==> src/rtl/bist_pkg.sv <==
// rtl/bist_pkg.sv - shared states, default polynomials and sizing helper for the BIST engine
package bist_pkg;

    typedef enum logic [2:0] {
        IDLE,
        INIT,
        APPLY,
        DRAIN,
        DONE
    } bist_state_t;

    localparam logic [3:0] DEF_LFSR_POLY = 4'b1100;
    localparam logic [7:0] DEF_MISR_POLY = 8'b1011_1000;

    // Counter must be able to hold PATTERNS itself after the final increment.
    function automatic int cnt_width(input int patterns);
        return $clog2(patterns + 1);
    endfunction

endpackage

==> src/rtl/bist_shift_reg.sv <==
// rtl/bist_shift_reg.sv - left-shifting feedback register usable as LFSR or MISR
module bist_shift_reg #(
    parameter int          W         = 4,
    parameter logic [W-1:0] POLY     = '0,
    parameter bit          MODE_MISR = 1'b0
) (
    input  logic         clock,
    input  logic         reset,
    input  logic         load,
    input  logic [W-1:0] load_value,
    input  logic         enable,
    input  logic [W-1:0] xor_in,
    output logic [W-1:0] value
);

    logic [W-1:0] shifted;
    logic [W-1:0] value_next;

    always_comb begin
        shifted = {value[W-2:0], ^(value & POLY)};
        if (MODE_MISR) begin
            shifted = shifted ^ xor_in;
        end
        value_next = value;
        if (load) begin
            value_next = load_value;
        end else if (enable) begin
            value_next = shifted;
        end
    end

    always_ff @(posedge clock) begin
        if (reset) begin
            value <= '0;
        end else begin
            value <= value_next;
        end
    end

endmodule

==> src/rtl/bist_engine.sv <==
// rtl/bist_engine.sv - LFSR-driven self-test of a registered UUT with MISR signature check
module bist_engine
    import bist_pkg::*;
#(
    parameter int               IN_W      = 4,
    parameter int               OUT_W     = 4,
    parameter int               SIG_W     = 8,
    parameter int               PATTERNS  = 16,
    parameter int               UUT_LAT   = 1,
    parameter logic [IN_W-1:0]  LFSR_POLY = DEF_LFSR_POLY,
    parameter logic [SIG_W-1:0] MISR_POLY = DEF_MISR_POLY,
    parameter logic [SIG_W-1:0] GOLDEN    = 8'h27
) (
    input  logic             clock,
    input  logic             reset,
    input  logic             bist_start,
    input  logic             bist_abort,
    input  logic [IN_W-1:0]  lfsr_seed,
    input  logic [IN_W-1:0]  func_in,
    input  logic [OUT_W-1:0] uut_resp,
    output logic [IN_W-1:0]  uut_in,
    output logic             uut_rst,
    output logic             bist_running,
    output logic             bist_end,
    output logic             pass_fail,
    output logic [SIG_W-1:0] signature_out
);

    localparam int CW = cnt_width(PATTERNS);
    localparam int VW = (UUT_LAT > 0) ? UUT_LAT : 1;

    bist_state_t      state, state_next;
    logic [CW-1:0]    count;
    logic [2:0]       drain_count;
    logic [VW-1:0]    valid_pipe;
    logic             armed;
    logic             valid_out;
    logic             lfsr_en;
    logic             misr_en;
    logic             sig_match;
    logic             pass_hold;
    logic [IN_W-1:0]  seed_fixed;
    logic [IN_W-1:0]  lfsr_value;
    logic [SIG_W-1:0] misr_value;

    always_ff @(posedge clock) begin
        if (reset) begin
            state <= IDLE;
        end else begin
            state <= state_next;
        end
    end

    always_comb begin
        state_next = state;
        unique case (state)
            IDLE:    if (bist_start && armed) state_next = INIT;
            INIT:    state_next = APPLY;
            APPLY:   if (count == CW'(PATTERNS - 1)) state_next = (UUT_LAT == 0) ? DONE : DRAIN;
            DRAIN:   if (drain_count == 3'(UUT_LAT - 1)) state_next = DONE;
            DONE:    if (!bist_start) state_next = IDLE;
            default: state_next = IDLE;
        endcase
        if (bist_abort) begin
            state_next = IDLE;
        end
    end

    assign bist_running = (state == INIT) || (state == APPLY) || (state == DRAIN);
    assign bist_end     = (state == DONE);
    assign uut_rst      = reset || (state == INIT);
    assign uut_in       = bist_running ? lfsr_value : func_in;

    // A run only starts on a fresh rising request, never on a level left high from before.
    always_ff @(posedge clock) begin
        if (reset) begin
            count       <= '0;
            drain_count <= '0;
            valid_pipe  <= '0;
            pass_hold   <= 1'b0;
            armed       <= 1'b1;
        end else begin
            if (!bist_start) begin
                armed <= 1'b1;
            end else if (state == IDLE && state_next == INIT) begin
                armed <= 1'b0;
            end
            if (state == INIT) begin
                count       <= '0;
                drain_count <= '0;
                valid_pipe  <= '0;
                pass_hold   <= 1'b0;
            end else if (state == APPLY) begin
                count      <= count + 1'b1;
                valid_pipe <= (valid_pipe << 1) | VW'(1);
            end else if (state == DRAIN) begin
                drain_count <= drain_count + 1'b1;
                valid_pipe  <= valid_pipe << 1;
            end else if (state == DONE) begin
                pass_hold <= sig_match;
            end
        end
    end

    assign valid_out  = (UUT_LAT == 0) ? (state == APPLY) : valid_pipe[VW-1];
    assign lfsr_en    = (state == APPLY) && !bist_abort;
    assign misr_en    = ((state == APPLY) || (state == DRAIN)) && valid_out && !bist_abort;
    assign seed_fixed = (lfsr_seed == '0) ? IN_W'(1) : lfsr_seed;

    bist_shift_reg #(
        .W        (IN_W),
        .POLY     (LFSR_POLY),
        .MODE_MISR(1'b0)
    ) u_lfsr (
        .clock     (clock),
        .reset     (reset),
        .load      (state == INIT),
        .load_value(seed_fixed),
        .enable    (lfsr_en),
        .xor_in    ('0),
        .value     (lfsr_value)
    );

    bist_shift_reg #(
        .W        (SIG_W),
        .POLY     (MISR_POLY),
        .MODE_MISR(1'b1)
    ) u_misr (
        .clock     (clock),
        .reset     (reset),
        .load      (state == INIT),
        .load_value('0),
        .enable    (misr_en),
        .xor_in    (SIG_W'(uut_resp)),
        .value     (misr_value)
    );

    // The signature is frozen once DONE is reached, so comparing it there equals the entry value.
    assign sig_match     = (misr_value == GOLDEN);
    assign pass_fail     = (state == DONE) ? sig_match : pass_hold;
    assign signature_out = misr_value;

endmodule

==> config.mk <==
export PLATFORM = sky130hd
export DESIGN_NAME = bist_engine
export DESIGN_NICKNAME = d
export VERILOG_FILES = /design/src/rtl/bist_pkg.sv /design/src/rtl/bist_shift_reg.sv /design/src/rtl/bist_engine.sv
export SDC_FILE = /design/constraint.sdc
export NUM_CORES = 1
export LEC_CHECK = 0
export BUFFER_PORTS_ARGS = -buffer_cell sky130_fd_sc_hd__buf_4
export CAP_MARGIN = 5
export CORE_MARGIN = 5
export CORE_UTILIZATION = 25
export CTS_BUF_LIST = sky130_fd_sc_hd__clkbuf_2 sky130_fd_sc_hd__clkbuf_4 sky130_fd_sc_hd__clkbuf_8
export DETAILED_ROUTE_END_ITERATION = 12
export HOLD_SLACK_MARGIN = 0.08
export PLACE_DENSITY = 0.49
export SLEW_MARGIN = 25
export SYNTH_ARGS = -nofsm -noshare
export SYNTH_HDL_FRONTEND = slang
export SYNTH_SLANG_ARGS = --single-unit
==> constraint.sdc <==
create_clock -name clock -period 1.5 [get_ports clock]
set_clock_uncertainty 0.1 [all_clocks]
set_input_delay 0.075 -clock clock [delete_from_list [all_inputs] [get_ports clock]]
set_output_delay 0.075 -clock clock [all_outputs]
set_load 0.03 [all_outputs]
# After elaboration in Yosys (flattened, before gate mapping)
# Index checks and enable logic that the tools add are counted.
[classes] addsub=2 mul=0 div_mod_pow=0 magnitude_cmp=0 n_eq_ne=7 shift=0 n_mux=13 bitwise_logic=4 reduce_logical=21
[op_table] operator="4-bit two-way mux" n=4
[op_table] operator="3-bit two-way mux" n=5
[op_table] operator="3-bit case mux with 5 select lines" n=1
[op_table] operator="8-bit by 6-bit equality test with 1-bit output (second input constant)" n=1
[op_table] operator="8-bit parity" n=1
[op_table] operator="8-bit by 4-bit bitwise XOR with 8-bit output" n=1
[op_table] operator="3-bit by 1-bit equality test with 1-bit output (second input constant)" n=2
[op_table] operator="3-bit by 2-bit equality test with 1-bit output (second input constant)" n=2
[op_table] operator="3-bit logical NOT" n=2
[op_table] operator="5-bit by 1-bit adder with 5-bit output (second input constant)" n=1
[op_table] operator="5-bit by 4-bit equality test with 1-bit output (second input constant)" n=1
[op_table] operator="1-bit logical AND" n=5
[op_table] operator="4-bit logical NOT" n=1
[op_table] operator="1-bit logical OR" n=4
[op_table] operator="2-bit AND reduction" n=2
[op_table] operator="2-bit nonzero test" n=2
[op_table] operator="2-bit OR reduction" n=2
[op_table] operator="4-bit parity" n=1
[op_table] operator="3-bit by 1-bit adder with 3-bit output (second input constant)" n=1
[op_table] operator="3-bit equality test (second input constant)" n=1
[op_table] operator="1-bit two-way mux" n=3
[op_table] operator="1-bit inverter" n=3
[op_table] operator="1-bit logical NOT" n=1
[word_totals] ff_bits=26 latch_bits=0 ramBits=0 romBits=0 inputBits=16 out_inout_bits=16 elab_cells=55 mem_count=0

# Longest topological paths before layout
[depth] depth_word=6 depth_mapped=7 mapped_depth_nobuf=6

# Modules after synthesis
# From an unflattened synthesis, not the netlist that was laid out.
[unflattened] cells_unflattened=173 area_unflattened_um2=1500.2
[modules_own_cells] module="bist_engine" n_inst=1 cells_each=98 area_per_inst_um2=819.5 seq_area_each_um2=280.3
[modules_own_cells] module="bist_shift_reg at u_misr" n_inst=1 cells_each=56 area_per_inst_um2=479.2 seq_area_each_um2=160.2
[modules_own_cells] module="bist_shift_reg at u_lfsr" n_inst=1 cells_each=19 area_per_inst_um2=201.4 seq_area_each_um2=80.1

# Least setup slack after synthesis
# OpenSTA, ideal clock, no wires.
[synth_path] path_type="flip-flop to flip-flop" from="reg state[1]" to="reg pass_hold" arrival_ns=1.364 required_ns=1.279 setup_slack_ns=-0.085 stages_incl_launch_ff=6 path_buffers=1 period_less_slack_ns=1.585 path_cell_list="dfxtp_1 > buf_4 > nor2_2 > and2_4 > mux2_2 > nor2b_1"
[synth_rtl] element="start, declared" line_no="bist_engine.sv:32" rtl="bist_state_t state, state_next;"
[synth_rtl] element="start signal, assigned" line_no="bist_engine.sv:50" rtl="state <= state_next;"
[synth_rtl] element="3-bit equality test"
[synth_rtl] element="named net bist_end" line_no="bist_engine.sv:24" rtl="output logic bist_end,"
[synth_rtl] element="1-bit two-way mux"
[synth_rtl] element="named net pass_fail" line_no="bist_engine.sv:25" rtl="output logic pass_fail,"
[synth_rtl] element="end signal, assigned" line_no="bist_engine.sv:100" rtl="pass_hold <= sig_match;"
[synth_rtl] element="end, declared" line_no="bist_engine.sv:41" rtl="logic pass_hold;"
# The timed path passes the listed nets, and every way through them passes these cells.
# A chain may end at the register's enable or synchronous reset.

# Worst setup path in the final report
[layout_path] from="reg state[0]" to="out pass_fail"
[layout_between] elab_chain_cells=2
[layout_rtl] element="3-bit equality test" line_no="bist_engine.sv:140" rtl="assign pass_fail = (state == DONE) ? sig_match : pass_hold;"
[layout_rtl] element="1-bit two-way mux"
[layout_rtl] element="end, declared" line_no="bist_engine.sv:25"
# No other way between the ends.

==> impl_metrics.yaml <==
setup_path:
  arrival_ns: 1.42
  path_cells: "nor2_4, and2_4, mux2_4, buf_6"
  reg2regPathDepth: 6
  crit_slowest_cell: "dfxtp_4"
  ff2ff_setup_slack_ns: 0.06
  setup.worst_path.end_class: "output pin"
  critPathMaxFanout: 4
  cpPeakStageDelay_ns: 0.38
  crit_type: "reg2out"
  start_kind: "flop"
  r2r_start: "state[0]"
  reg2reg_to: "u_lfsr.value[2]"
  cp.required_ns: 1.32
synthesis:
  ys_ff_latch: 26
  synth_area_um2: 1430
  async_reset_ff_share_pct: 0
  seq_area_frac_synth_pct: 36.4
  synth_edf_count: 0
  synthFlopType: "dfxtp_1"
  avgSynthCellArea_um2: 8.67
  synthCells: 165
  yosys_warnings: 0
  syn_nets: 186
  synthDistinctLibCells: 48
final_layout:
  finalInstanceArea_um2: 2230
  finalNetCount: 248
  area_delta_synth_final_pct: 56.0
  antenna_cells: 0
  drive_above_1_share_pct: 44.7
  layout.cells.non_filler: 298
  postLayoutCoreUtil_pct: 40.3
hold_path:
  hold_depth: 4
  hold_path_startpoint: "lfsr_seed[3]"
  hp-class: "in2reg"
  worstHoldEndpoint: "u_lfsr.value[0]"
timing:
  hold_viol_final: 0
  fmax_ghz: 0.625
  rsz0062_at_grt: "true"
  worst_slew_pin_slew_ns: 0.603
  slew_viol_final: 0
  setup_slack_ns: -0.100
  setup_violations: 3
  hold_slack_ns: 0.126
  fin_crit_sh_pct: 107
  relSlewSlack_pct: 59.7
  period_needed_ns: 1.60
die:
  num_io_pins: 32
  die_y_um: 85.7
  dieArea_um2: 7340
  core_um2: 5540
  rows: 27
  die_w_um: 85.7
  start_util_pct: 25.8
status:
  violations: "setup timing"
  status: "finished, violations left"
placed_design:
  hpwlAfterDp_mm: 2.52
  dp.cells: 278
  routabilityCongestion: 0.710
  placed_cell_area_um2: 1850
  io_buffers: 31
drt:
  wl_mm: 3.56
  antenna_left: 0
  drtIter0Drc: 58
  wire_per_inst_um: 12.0
  vias: 1321
  post-route-drc-count: 0
  viasPerCell: 4.43
  firstDrtPassIters: 4
clock_network:
  cts_root_buf: "clkbuf_8"
  cts_num_sinks: 26
  clock_path_buffers: 2
  cts_buffers: 3
  clkLatencyLatePin_ns: 0.27
  cts_max_level: 1
  cts_tree: "yes"
  clk_pin_slew_ns: 0.09
global_route:
  grt_max_degree: 16
  gr-total-overflow: 0
  antenna_found_initial: 0
  grt_pass1_vias: 1288
  grt_usage_pct: 10.1
  grt_pass1_wl_mm: 6.09
job:
  cap_violations: 0
power_and_ir_drop:
  intPower_mw: 1.19
  power_switching_uw: 363
  power.leakage_nw: 0.902
  p_comb_share_pct: 16.7
  power_frac_clock_pct: 37.6
  irDropWorstVdd_v: 0.000377
  seq_power_share_pct: 45.7
  switching_share_pct: 23.3
  power_density_nw_per_um2: 697
layout make-up:
type / instances / area (um^2)
sequential: 26 / 537
clock buffer: 3 / 41.3
clock inverter: 1 / 30.0
timing repair buffer: 71 / 589
fill: 573 / 3310
inverter: 7 / 28.8
tap: 72 / 90.1
multi-input combinational: 118 / 917
logic make-up (layout without fill, tap and decap cells):
kind of cell | after synthesis | in the layout | share of synthesized area (%)
AOI/OAI and AO/OA | 25 | 25 | 14.7
xor gates and xnor gates | 9 | 9 | 5.51
adders and majority gates | 5 | 5 | 4.37
buffers and inverters | 21 | 82 | 8.13
DFF | 26 | 26 | 36.4
muxes | 7 | 7 | 5.07
and+or+nand+nor | 72 | 72 | 25.9
worst max-delay path, delay by kind of cell, from the launching register on:
kind / cells / cell delay [ns]
buffers and inverters: 1 / 0.14
and+or+nand+nor: 2 / 0.33
DFF: 1 / 0.38
muxes: 1 / 0.30
cell usage after synthesis (2+ instances only):
cell type  number  area [um^2]
nor3_1          5         25.0
o32a_1          3         30.0
nand2b_1        2         12.5
buf_2           6         30.0
a21oi_1         4         20.0
xnor2_1         8         70.1
buf_4           6         45.0
o31ai_1         2         15.0
a211oi_1        3         22.5
nor4_1          5         31.3
nand2_1        17         63.8
ha_1            5         62.6
inv_1           6         22.5
dfxtp_1        26          521
nor2b_1         5         31.3
mux2i_1         5         50.1
a22oi_1         3         22.5
nor2_1         23         86.3
a31oi_1         2         12.5
power groups by stage:
stage                     logic, mW  clock network (mW)  registers (mW)
after floorplan               0.119                   0           0.729
after global placement        0.208                   0           0.731
after CTS                     0.245               0.604           0.714
final                         0.260               0.585           0.712
after global routing          0.284               0.633           0.716
after detailed placement      0.208                   0           0.731
sequential cells by signal, indices dropped and copies added (netlist names):
name          cells
u_misr.value      8
valid_out         1
armed             1
state             3
u_lfsr.value      4
pass_hold         1
drain_count       3
count             5
placed cells by master (no fill, tap or decap), types with 2 or more instances in the layout:
master / n
a21oi_1: 3
dfxtp_1: 19
inv_1: 5
nor2_1: 23
buf_6: 9
nand2_1: 11
nand2b_1: 2
buf_4: 53
nand2_2: 6
dfxtp_2: 4
a22oi_1: 2
a31oi_1: 2
nand2b_4: 2
mux2i_1: 5
xnor2_1: 8
ha_4: 3
nor2b_1: 4
dlygate4sd3_1: 9
o32a_1: 3
nor3_1: 5
a211oi_1: 3
dfxtp_4: 3
ha_1: 2
nor4_1: 4
clkbuf_8: 3
routing by layer:
layer  wire, um  GRT usage (%)  share of wire (%)  up-vias
met5          0              0                  0        -
met4         15           1.73               0.42        0
met3        182           2.88                5.1        2
met2       1730           16.8                 48       31
met1       1640           13.3                 46      591
li1           -              -                  -      697
timing repair:
item | CTS | global route
hold buffers | 8 | 1
setup endpoints to repair | 11 | 21
pin swaps | 8 | 13
buffers inserted | 3 | 4
resized for setup | 27 | 17
endpoints found under the hold margin | 18 | 1
worst max path at each step:
stage | end | startpoint | cells after the start | slack, ns
after floorplan | pass_hold | state[1] | 5 | 0.02
after global placement | count[0] | state[2] | 5 | -0.02
after detailed placement | count[4] | count[0] | 6 | -0.04
after CTS | pass_fail | u_misr.value[4] | 6 | -0.12
after global routing | pass_fail | u_misr.value[4] | 6 | -0.20
final | pass_fail | state[0] | 4 | -0.1
per-stage QoR:
stage	setup WS (ns)	setup TNS [ns]	power [mW]
after CTS	-0.122	-0.310	1.56
after detailed placement	-0.0381	-0.0670	0.939
after floorplan	0.0180	0	0.848
after global routing	-0.204	-0.608	1.63
final	-0.100	-0.113	1.56
after global placement	-0.0234	-0.0234	0.940
Note: power is estimated with default switching activity, not from simulation.
